<file path="src/rtl/pipeline_defs.sv">
`default_nettype none
// ---------------------------------------------------------------------------
// pipeline_defs : register-write source codes and the zero-register index
// Rev 1.0
// ---------------------------------------------------------------------------
package pipeline_defs;

  typedef enum logic [1:0] {
    REGSRC_ALU     = 2'd0,
    REGSRC_DMEM    = 2'd1,
    REGSRC_PCPLUS4 = 2'd2,
    REGSRC_RSVD    = 2'd3
  } regsrc_e;

  localparam int ZERO_REG = 0;

endpackage
`default_nettype wire

</file>
<file path="src/rtl/operand_fwd_slice.sv">
`default_nettype none
// ---------------------------------------------------------------------------
// operand_fwd_slice : forwarding mux plus WB capture register for one operand
// Rev 1.0
// ---------------------------------------------------------------------------
module operand_fwd_slice
  import pipeline_defs::*;
#(
  parameter int DW   = 32,
  parameter int RA_W = 5
) (
  input  logic            clk,
  input  logic            rst,
  input  logic            clear,
  input  logic            ex_valid,
  input  logic [RA_W-1:0] src,
  input  logic [DW-1:0]   rf_data,
  input  logic            mem_regwrite,
  input  logic [1:0]      mem_regsrc,
  input  logic [RA_W-1:0] mem_writereg,
  input  logic [DW-1:0]   mem_alu_result,
  input  logic [DW-1:0]   mem_pc,
  input  logic            wb_regwrite,
  input  logic [RA_W-1:0] wb_writereg,
  input  logic [DW-1:0]   wb_wdata,
  output logic [DW-1:0]   opnd,
  output logic            mem_hit
);

  logic          wb_hit;
  logic          cap_valid;
  logic [DW-1:0] cap_data;
  logic          capture;

  assign mem_hit = mem_regwrite && (mem_writereg != RA_W'(ZERO_REG)) && (mem_writereg == src);
  assign wb_hit  = wb_regwrite  && (wb_writereg  != RA_W'(ZERO_REG)) && (wb_writereg  == src);

  // A MEM hit that will itself supply the operand makes the WB value stale.
  assign capture = ex_valid && wb_hit && !(mem_hit && (mem_regsrc != REGSRC_DMEM));

  always_comb begin
    opnd = rf_data;
    if (mem_hit && (mem_regsrc == REGSRC_ALU)) begin
      opnd = mem_alu_result;
    end else if (mem_hit && (mem_regsrc == REGSRC_PCPLUS4)) begin
      opnd = mem_pc + DW'(4);
    end else if (wb_hit) begin
      opnd = wb_wdata;
    end else if (cap_valid) begin
      opnd = cap_data;
    end
  end

  always_ff @(posedge clk) begin
    if (rst || clear) begin
      cap_valid <= 1'b0;
    end else if (capture) begin
      cap_valid <= 1'b1;
    end
  end

  always_ff @(posedge clk) begin
    if (!(rst || clear) && capture) begin
      cap_data <= wb_wdata;
    end
  end

endmodule
`default_nettype wire

</file>
<file path="src/rtl/operand_bypass_unit.sv">
`default_nettype none
// ---------------------------------------------------------------------------
// operand_bypass_unit : EX-stage operand forwarding, load-use stall, stall count
// Rev 1.0
// ---------------------------------------------------------------------------
module operand_bypass_unit
  import pipeline_defs::*;
#(
  parameter int DW    = 32,
  parameter int RA_W  = 5,
  parameter int NSRC  = 2,
  parameter int CNT_W = 16
) (
  input  logic                 clk,
  input  logic                 rst,
  input  logic                 ex_valid,
  input  logic                 ex_hold,
  input  logic                 ex_flush,
  input  logic [NSRC*RA_W-1:0] ex_src,
  input  logic [NSRC-1:0]      ex_src_used,
  input  logic [NSRC*DW-1:0]   ex_rf_data,
  input  logic                 mem_regwrite,
  input  logic [1:0]           mem_regsrc,
  input  logic [RA_W-1:0]      mem_writereg,
  input  logic [DW-1:0]        mem_alu_result,
  input  logic [DW-1:0]        mem_pc,
  input  logic                 wb_regwrite,
  input  logic [RA_W-1:0]      wb_writereg,
  input  logic [DW-1:0]        wb_wdata,
  output logic [NSRC*DW-1:0]   ex_opnd,
  output logic                 stall_req,
  output logic [CNT_W-1:0]     stall_cnt
);

  logic [NSRC-1:0] mem_hit;
  logic            advance;
  logic            clear;

  assign stall_req = ex_valid && (mem_regsrc == REGSRC_DMEM) && (|(mem_hit & ex_src_used));
  assign advance   = ex_valid && !stall_req && !ex_hold;
  assign clear     = ex_flush || advance;

  for (genvar i = 0; i < NSRC; i++) begin : g_slice
    operand_fwd_slice #(
      .DW   (DW),
      .RA_W (RA_W)
    ) u_slice (
      .clk            (clk),
      .rst            (rst),
      .clear          (clear),
      .ex_valid       (ex_valid),
      .src            (ex_src[i*RA_W +: RA_W]),
      .rf_data        (ex_rf_data[i*DW +: DW]),
      .mem_regwrite   (mem_regwrite),
      .mem_regsrc     (mem_regsrc),
      .mem_writereg   (mem_writereg),
      .mem_alu_result (mem_alu_result),
      .mem_pc         (mem_pc),
      .wb_regwrite    (wb_regwrite),
      .wb_writereg    (wb_writereg),
      .wb_wdata       (wb_wdata),
      .opnd           (ex_opnd[i*DW +: DW]),
      .mem_hit        (mem_hit[i])
    );
  end

  always_ff @(posedge clk) begin
    if (rst) begin
      stall_cnt <= '0;
    end else if (stall_req && (stall_cnt != {CNT_W{1'b1}})) begin
      stall_cnt <= stall_cnt + CNT_W'(1);
    end
  end

endmodule
`default_nettype wire

</file>
<file path="config.mk">
export PLATFORM = sky130hd
export DESIGN_NAME = operand_bypass_unit
export DESIGN_NICKNAME = d
export VERILOG_FILES = /design/src/rtl/pipeline_defs.sv /design/src/rtl/operand_fwd_slice.sv /design/src/rtl/operand_bypass_unit.sv
export SDC_FILE = /design/constraint.sdc
export NUM_CORES = 1
export LEC_CHECK = 0
export BUFFER_PORTS_ARGS = -buffer_cell sky130_fd_sc_hd__buf_4
export CAP_MARGIN = 20
export CORE_ASPECT_RATIO = 1.75
export CORE_UTILIZATION = 44
export DETAILED_ROUTE_END_ITERATION = 10
export GPL_ROUTABILITY_DRIVEN = 0
export MAX_ROUTING_LAYER = met4
export PLACE_DENSITY_LB_ADDON = 0.12
export SKIP_CTS_REPAIR_TIMING = 1
export SLEW_MARGIN = 40
export SYNTH_ARGS = -nofsm -noshare
export SYNTH_HDL_FRONTEND = slang
export SYNTH_SLANG_ARGS = --single-unit
</file>
<file path="constraint.sdc">
create_clock -name clk -period 3.2 [get_ports clk]
set_input_delay 0.16 -clock clk [delete_from_list [all_inputs] [get_ports clk]]
set_output_delay 0.16 -clock clk [all_outputs]
set_load 0.005 [all_outputs]
</file>
* Word level (Yosys, flattened, before mapping)
Index checks and enable logic that the tools add are counted.
Storage, ports and cells: output and inout bits 81, logic and storage cells 58, register bits 82
Operators by class: $add $sub $neg 2, reduce and logical (&&, ||, !) cells 34, muxes and demuxes 8, eq/ne operators 8, bitwise operators 1
Operators by type and width (count):
- 32-bit two-way mux | 8
- 32-bit by 3-bit adder with 32-bit output, second input constant | 1
- 1-bit logical AND | 23
- 5-bit equality test | 4
- 16-bit by 1-bit adder with 16-bit output, second input constant | 1
- 16-bit != test, second input constant | 1
- 5-bit nonzero test | 2
- 1-bit logical NOT | 5
- 2-bit AND | 1
- 2-bit by 1-bit equality test with 1-bit output, second input constant | 1
- 2-bit equality test, second input constant | 1
- 2-bit logical NOT | 1
- 1-bit logical OR | 2
- 2-bit by 1-bit != test with 1-bit output, second input constant | 1
- 2-bit OR reduction | 1

* Logic depth before layout (Yosys ltp)
Gate-level depths: netlist of the first run.
word-level depth 13, depth in mapped cells 9, gate-level depth less buffers 7

* Modules after synthesis
Synthesis of the first run repeated with hierarchy kept, for this count alone.
Unflattened totals: cells, all modules 768, area, all modules 7379.6 um2
By module, submodules not included:
- operand_fwd_slice | seq. area each 980.9 um2, instances 2, cells an instance 333, area an instance 3208.1 um2
- operand_bypass_unit | seq. area each 320.3 um2, instances 1, cells an instance 102, area an instance 963.4 um2

* Worst setup path before layout of the first run
OpenSTA, ideal clock, no wires.
kind input-to-reg, start point input mem_writereg[2], end point register g_slice[1].u_slice.cap_data[0], enable pin, setup slack -0.099 ns, data arrival time 2.874 ns, buffers on the path 0, library setup time 0.425 ns, cell stages on the path 6, path through xor2_1 > nor2_1 > nor4bb_4 > o21ai_0 > a311o_1 > nor2b_1
Between the ends: cells in the longest elaborated chain, start to end 13, elaborated cells on any way between the ends 19, classes of those cells eq/ne (2); bitwise (1); reduce/logical (16)
Ends and longest elaborated chain:
- start, declared | RTL line operand_bypass_unit.sv:24 | input logic [RA_W-1:0] mem_writereg,
- 5-bit nonzero test | RTL line operand_fwd_slice.sv:35 | assign mem_hit = mem_regwrite && (mem_writereg != RA_W'(ZERO_REG)) && (mem_writereg == src);
- 1-bit logical AND (2 in series) | RTL line operand_fwd_slice.sv:35
- 2-bit AND | RTL line operand_bypass_unit.sv:39 | assign stall_req = ex_valid && (mem_regsrc == REGSRC_DMEM) && (|(mem_hit & ex_src_used));
- 2-bit OR reduction | RTL line operand_bypass_unit.sv:39
- 1-bit logical AND | RTL line operand_bypass_unit.sv:39
- 1-bit logical NOT | RTL line operand_bypass_unit.sv:40 | assign advance = ex_valid && !stall_req && !ex_hold;
- 1-bit logical AND (2 in series) | RTL line operand_bypass_unit.sv:40
- 1-bit logical OR | RTL line operand_bypass_unit.sv:41 | assign clear = ex_flush || advance;
- 1-bit logical OR | RTL line operand_fwd_slice.sv:63 | if (!(rst || clear) && capture) begin
- 1-bit logical NOT | RTL line operand_fwd_slice.sv:63
- 1-bit logical AND * | RTL line operand_fwd_slice.sv:63
- end signal, assigned | RTL line operand_fwd_slice.sv:64 | cap_data <= wb_wdata;
- end, declared | RTL line operand_fwd_slice.sv:32 | logic [DW-1:0] cap_data;
Mark *: on every way between the ends. The rest lies on a longest branch, timed or not. A chain may end at the register's enable or synchronous reset.

* Final worst setup path of the first run
start point input mem_writereg[0], end point output ex_opnd[63]
Between the ends: cells in the longest elaborated chain, start to end 6, elaborated cells on any way between the ends 8, classes of those cells eq/ne (1); mux (2); reduce/logical (5)
Ends and longest elaborated chain:
- 5-bit nonzero test | RTL line operand_fwd_slice.sv:35
- 1-bit logical AND | RTL line operand_fwd_slice.sv:35
- 1-bit logical AND * | RTL line operand_fwd_slice.sv:35
- 1-bit logical AND | RTL line operand_fwd_slice.sv:45 | end else if (mem_hit && (mem_regsrc == REGSRC_PCPLUS4)) begin
- 32-bit two-way mux | RTL line operand_fwd_slice.sv:45
- 32-bit two-way mux * | RTL line operand_fwd_slice.sv:43 | if (mem_hit && (mem_regsrc == REGSRC_ALU)) begin
- end, declared | RTL line operand_bypass_unit.sv:30 | output logic [NSRC*DW-1:0] ex_opnd,
Marks and branches as above.

==> results of run 1 <==
## worst max-delay path, delay by kind of cell
family	cells	cell delay, ps
simple gates	3	880
compound gates	2	770
buf+inv	3	600
## layout by cell type, fill, tap and decap left out, types with 3 or more instances in the layout
master / netlist / layout
clkbuf_1: 22 / 3
inv_1: 13 / 13
nand3_1: 18 / 17
a22o_1: 15 / 15
nor3_1: 9 / 8
xor2_1: 26 / 26
or3_2: 0 / 3
o22a_1: 5 / 5
mux2_2: 4 / 4
nand2_1: 70 / 70
nand4_1: 12 / 12
and4_1: 3 / 3
a211oi_1: 21 / 21
nor4_1: 8 / 8
edfxtp_1: 64 / 64
o211ai_1: 31 / 31
a31oi_1: 27 / 27
buf_4: 2 / 287
dfxtp_1: 18 / 16
mux2i_1: 50 / 50
a21oi_1: 30 / 30
a221o_1: 12 / 12
nor2_4: 1 / 3
or3_1: 8 / 5
nor2b_1: 21 / 20
nand2b_1: 10 / 10
nor2_1: 117 / 114
clkbuf_16: 0 / 10
o21ai_0: 29 / 29
or4_1: 4 / 3
xnor2_1: 23 / 23
## stage by stage
stage               std cells  setup slack [ps]  power [W]
finish                   1168               630    0.00272
global route             1168               465    0.00281
CTS                      1168               550    0.00273
detailed placement       1152               410    0.00176
global placement         1151               532    0.00176
floorplan                 735               493    0.00139
## worst max-delay path by stage
stage / from / end / slack, ps / cells past startpoint
2_1_floorplan: mem_writereg[2] / g_slice[1].u_slice.cap_data[0] / 490 / 6
3_3_place_gp: mem_writereg[2] / g_slice[1].u_slice.cap_data[4] / 530 / 8
3_5_place_dp: mem_writereg[2] / g_slice[1].u_slice.cap_data[5] / 410 / 8
4_1_cts: mem_writereg[1] / ex_opnd[63] / 550 / 9
5_1_grt: mem_writereg[0] / ex_opnd[63] / 460 / 8
6_report: mem_writereg[0] / ex_opnd[63] / 630 / 8
## per-layer routing
layer,vias up,GRT usage [%],routed length [um]
met4,0,15.7,1030
met5,-,-,0
met3,62,4.21,1370
met1,3150,32.6,8190
met2,275,55.1,11900
li1,3245,-,-
## cell families after synthesis
kind of cell / Yosys count / share of synthesized area (%)
compound gates: 188 / 20.7
simple gates: 297 / 23.1
buf+inv: 63 / 4.37
xor+xnor: 49 / 6.78
mux: 54 / 8.61
fa+ha+maj: 2 / 0.395
flops: 82 / 36.0
## area by class of cell
type	instances	area, um2
fill	1315	5110
multi-input combinational	590	3820
sequential	82	2290
timing repair buffer	290	2210
clock buffer	13	262
tap	177	221
inverter	13	48.8
clock inverter	3	13.8
## cell usage after synthesis, types with 3 or more instances
| master | number | area share (%) |
|---|---|---|
| xnor2_1 | 23 | 3.2 |
| or4_1 | 4 | 0.47 |
| buf_2 | 26 | 2.1 |
| dfxtp_1 | 18 | 5.7 |
| a22o_1 | 15 | 2.1 |
| a221o_1 | 12 | 1.9 |
| or3_1 | 8 | 0.79 |
| nand4_1 | 12 | 1.2 |
| mux2_2 | 4 | 0.71 |
| o22a_1 | 5 | 0.69 |
| nor2b_1 | 21 | 2.1 |
| xor2_1 | 26 | 3.6 |
| clkbuf_1 | 22 | 1.3 |
| nor3_1 | 9 | 0.71 |
| nor4_1 | 8 | 0.79 |
| nand2b_1 | 10 | 0.99 |
| o211ai_1 | 31 | 3.7 |
| a31oi_1 | 27 | 2.7 |
| inv_1 | 13 | 0.77 |
| mux2i_1 | 50 | 7.9 |
| a211oi_1 | 21 | 2.5 |
| a21oi_1 | 30 | 2.4 |
| nand2_1 | 70 | 4.1 |
| nand3_1 | 18 | 1.4 |
| and4_1 | 3 | 0.42 |
| nor2_1 | 117 | 6.9 |
| edfxtp_1 | 64 | 30 |
| o21ai_0 | 29 | 2.3 |
## where the power goes
| part | total [W] | switching, W | internal (W) |
|---|---|---|---|
| Clock | 0.000973 | 0.000404 | 0.000569 |
| Sequential | 0.00115 | 0.00000129 | 0.00115 |
| Combinational | 0.000595 | 0.000257 | 0.000338 |
## sequential cells by signal, indices dropped and copies added, names as in the netlist
name / cells
g_slice.u_slice.cap_data: 64
g_slice.u_slice.cap_valid: 2
stall_cnt: 16
==> reports/results.txt, run 1 <==
status = completed
Top cell by count, worst path = buf_4
hold depth = 1
CTS H-tree lvls = 3
Max IR drop VDD = 0.262 mV
R2R Setup Slk = 1160 ps
max-slew violation count = 0
# DRC = 0
worst relative slew slack = 55.6%
# rows = 57
Via-to-Cell Ratio = 5.76
Die Footprint = 14900 um2
Max FO, Critical Path = 29
Worst setup EP type = output port
Antenna Nets Post-Route = 0
final core utilization = 63.4%
ANT cells = 0
Critical Path AT = 2410 ps
RR Endpoint = stall_cnt[11]
Die Width = 92.7 um
clk_skew = 2.14 ps
final cycle utilization of the critical path = 80.3%
Die H = 161 um
Via Count = 6732
max cap viols = 0
Slew @ Worst Pin = 661 ps
first-iteration detailed-routing DRC count = 344
Clock Pin Slew Worst Setup and Hold Paths = 60 ps
gr usage total = 30.8%
Mapped Area = 6330 um2
vias in the first global route = 6690
crit path launch type = input pin
Synth Register Bits = 82
root buf cell = clkbuf_16
first-pass GRT wire length = 34100 um
average size of a mapped cell = 8.62 um2
RR Startpoint = stall_cnt[0]
Initial Util = 45.3%
CTS Sinks = 82
IO Pins = 272
Post-synth top flop = edfxtp_1
1st-pass router iterations = 5
area grow syn2layout = 40.0%
cell area after layout = 8860 um2
initial antenna violation count = 0
drt wl/cell = 19.2 um
number of port buffers = 271
hold crit path type = input pin to register
clock buffer depth = 2
setup_tns = 0 ps
final wirelength = 22500 um
pwr/cell area = 307 nW/um2
endpoints failing setup = 0
nets = 1179
Ys Warns = 0
hpwl dp = 16800 um
RSZ-0062 raised after global routing = false
max incr delay on CP = 560 ps
Num CTS Buffers = 9
share of post-route cells with drive strength above 1 = 33.2%
Async S/R FF share, synth = 0%
post-synthesis sequential area ratio = 36.0%
Required @ worst endpoint = 3040 ps
fmax = 0.389 GHz
Fin. Hold Viols = 0
Skew-Pair Late Insertion Delay = 330 ps
Post-Syn Nets = 928
placed instance area = 8590 um2
largest net degree at the start of global routing = 36
Distinct cells, synth = 55
crit-path cells = buf_4, or4_4, o21ai_0, or3_2, buf_4, nor2_1, a221o_1, buf_4
Reg2Reg Depth = 6
hold_ws = 30.0 ps
number of synthesized flops with an enable pin = 64
P_leak = 3.47 nW
slowest CP cell = or4_4
Hold EP = g_slice[0].u_slice.cap_data[15]
Mapped Cells = 735
Worst Hold Launch = wb_wdata[15]
fin crit period = 2570 ps
core area = 14000 um2
kind of critical path = input pin to output port
gr ovfl total = 0
CTS tree = done
(Power assumes the default switching activity.)
==> run 2: changes to the inputs <==
ABC_AREA = 1   (was not set)
CORE_UTILIZATION = 51   (was 44)
clock period = 2.5 ns   (was 3.2 ns; I/O delays follow)
==> reports/results.txt, run 2 <==
first-pass GRT wire length = 41600 um (+22%)
slowest CP cell = dfxtp_2
CTS H-tree lvls = 3 (unchanged)
endpoints failing setup = 0 (unchanged)
clk_skew = 4.95 ps (+2.82 ps)
max-slew violation count = 0 (unchanged)
hold crit path type = input pin to register
Mapped Cells = 1105 (+50%)
crit-path cells = clkinv_1, nand2_1, nand2_1, a21oi_1, nor2_1, nor2_1, nor2_1, buf_4
setup_tns = 0 ps (unchanged)
1st-pass router iterations = 5 (unchanged)
WP buf/inv = 2 (-1)
Async S/R FF share, synth = 0% (unchanged)
crit path launch type = register
CTS Sinks = 82 (unchanged)
kind of critical path = register to output port
Die H = 161 um (about the same)
Distinct cells, synth = 43 (-22%)
Critical Path AT = 2140 ps (-270 ps)
Num CTS Buffers = 9 (unchanged)
Via Count = 8707 (+29%)
CP delay by family, top = flip-flops
Fin. Hold Viols = 1 (+1)
Ys Warns = 0 (unchanged)
average size of a mapped cell = 6.64 um2 (-23%)
Hold EP = g_slice[1].u_slice.cap_data[12]
Worst setup EP type = output port
Slew @ Worst Pin = 552 ps (-109 ps)
pwr/cell area = 378 nW/um2 (+23%)
share of the synthesized area in the top cell type = 26.2% (-4.2 points)
fin crit period = 2260 ps
hold_ws = -0.261 ps (-30.2 ps)
RR Endpoint = stall_cnt[13]
area grow syn2layout = 37.6%
fmax = 0.442 GHz
Clock Pin Slew Worst Setup and Hold Paths = 70 ps (about the same)
first-iteration detailed-routing DRC count = 564 (+64%)
most frequent cells in the layout = nand2_1 (432), buf_4 (290), nand3_1 (114)
core area = 14000 um2 (unchanged)
Worst Hold Launch = wb_wdata[12]
largest registers = g_slice.u_slice.cap_data x64, stall_cnt x16, g_slice.u_slice.cap_valid x2
max incr delay on CP = 580 ps (+20 ps)
gr ovfl total = 0 (unchanged)
Die Width = 92.7 um (about the same)
number of port buffers = 271 (unchanged)
Post-synth top flop = edfxtp_1
RSZ-0062 raised after global routing = false
max cap viols = 0 (unchanged)
Max FO, Critical Path = 15 (-48%)
post-synthesis sequential area ratio = 31.1% (-5.0 points)
# rows = 57 (unchanged)
# DRC = 0 (unchanged)
Required @ worst endpoint = 2380 ps (-660 ps)
worst relative slew slack = 63.2% (+7.6 points)
Final WS setup = 238 ps (-392 ps)
largest net degree at the start of global routing = 42 (+17%)
clock buffer depth = 2 (unchanged)
root buf cell = clkbuf_16
failing checks = hold timing
status = finished with violations
Skew-Pair Late Insertion Delay = 350 ps (+20 ps)
hpwl dp = 21400 um (+27%)
Reg2Reg Depth = 7 (+1)
Post-Syn Nets = 1298 (+40%)
Post-synth top cells = nand2_1 (432), nor2_1 (115), nand3_1 (114)
largest area contributor in the netlist = edfxtp_1
Die Footprint = 14900 um2 (about the same)
commonest non-fill, non-tap cell in the layout = nand2_1
final cycle utilization of the critical path = 90.5%
drt wl/cell = 18.1 um (-6.2%)
share of post-route cells with drive strength above 1 = 25.7% (-7.5 points)
Top cell by count, worst path = nor2_1
initial antenna violation count = 1 (+1)
max reg flops = 64 (unchanged)
hold depth = 1 (unchanged)
vias in the first global route = 8116 (+21%)
R2R Setup Slk = 390 ps (-770 ps)
Max IR drop VDD = 0.364 mV (+39%)
Largest Register = g_slice.u_slice.cap_data
Synth area leaders = edfxtp_1 (26%), nand2_1 (22%), nand3_1 (7.8%)
Mapped Area = 7340 um2 (+16%)
gr usage total = 38.2% (+7.4 points)
cell with the most instances after synthesis = nand2_1
Initial Util = 52.5% (+7.2 points)
Via-to-Cell Ratio = 5.55 (-3.8%)
P_leak = 4.85 nW (+40%)
number of synthesized flops with an enable pin = 64 (unchanged)
Antenna Nets Post-Route = 0 (unchanged)
IO Pins = 272 (unchanged)
CTS tree = done
worst slack at placement = 332 ps (-77.5 ps)
Synth Register Bits = 82 (unchanged)
final wirelength = 28300 um (+26%)
RR Startpoint = stall_cnt[0]
nets = 1580 (+34%)
[run 2: cell count changes in the layout (fill, tap and decap cells not counted), sizes merged, moves of 22 or more]
cell	delta
o211ai	-22
a31oi	-27
inv	+61
dlygate4sd3	+31
nand3	+100
nand2	+378
[run 2: report_power, final]
| group | internal [W] | total, W | switching (W) |
|---|---|---|---|
| sequential | 0.00147 | 0.00147 | 0.00000138 |
| combinational | 0.000457 | 0.000932 | 0.000475 |
| clock | 0.000794 | 0.00142 | 0.000623 |
[run 2: final cells by class]
class	instances	area [um2]
diodes	1	2.50
well taps	177	221
clock inverters	7	81.3
clock buffers	9	225
repair buffers	324	2550
multi-input cells	899	4470
fillers	1217	3870
inverters	71	272
flip-flops and latches	82	2280
[run 2: per-stage QoR]
| step | power, W | instance area (um2) | hold WS, ps | cells | utilization (%) |
|---|---|---|---|---|---|
| after global placement | 0.00237 | 9480 | 321 | 1522 | 67.8 |
| after detailed placement | 0.00237 | 9480 | 324 | 1522 | 67.8 |
| final | 0.00382 | 10100 | -0.261 | 1570 | 72.3 |
| after global routing | 0.00394 | 10100 | 2.93 | 1570 | 72.3 |
| after CTS | 0.00377 | 9790 | -42.0 | 1538 | 70.0 |
| after floorplan | 0.00184 | 7350 | 194 | 1105 | - |
[run 2: kinds of logic (layout without fill, tap and decap cells)]
family	Yosys count	count (layout)	share of synthesized area [%]
AOI/OAI and AO/OA	64	64	4.67
xor gates and xnor gates	48	48	5.73
adders and majority gates	2	2	0.341
buffers and inverters	124	411	8.25
DFF	82	82	31.1
muxes	42	42	5.73
other	0	1	0
and+or+nand+nor	743	743	44.2
[run 2: worst max path at each step]
stage                                                end                    startpoint  slack [ps]  depth (start not counted)
after floorplan           g_slice[0].u_slice.cap_data[0]                wb_writereg[3]         240                          5
after global placement                       ex_opnd[33]                     ex_src[6]         410                         11
after detailed placement                     ex_opnd[44]                     ex_src[6]         330                         10
after CTS                                    ex_opnd[13]  g_slice[0].u_slice.cap_valid         270                          8
after global routing                         ex_opnd[14]  g_slice[0].u_slice.cap_valid         130                          8
final                                        ex_opnd[13]  g_slice[0].u_slice.cap_valid         240                          8
[run 2: routing by layer]
metal | global-route usage [%] | routed length [um] | part of all wire, % | vias up
met5 | - | 0 | 0 | -
met4 | 29.7 | 2110 | 7.4 | 0
met3 | 4.73 | 2220 | 7.8 | 104
met2 | 65.6 | 14600 | 52 | 535
met1 | 38.7 | 9380 | 33 | 3916
li1 | - | - | - | 4152
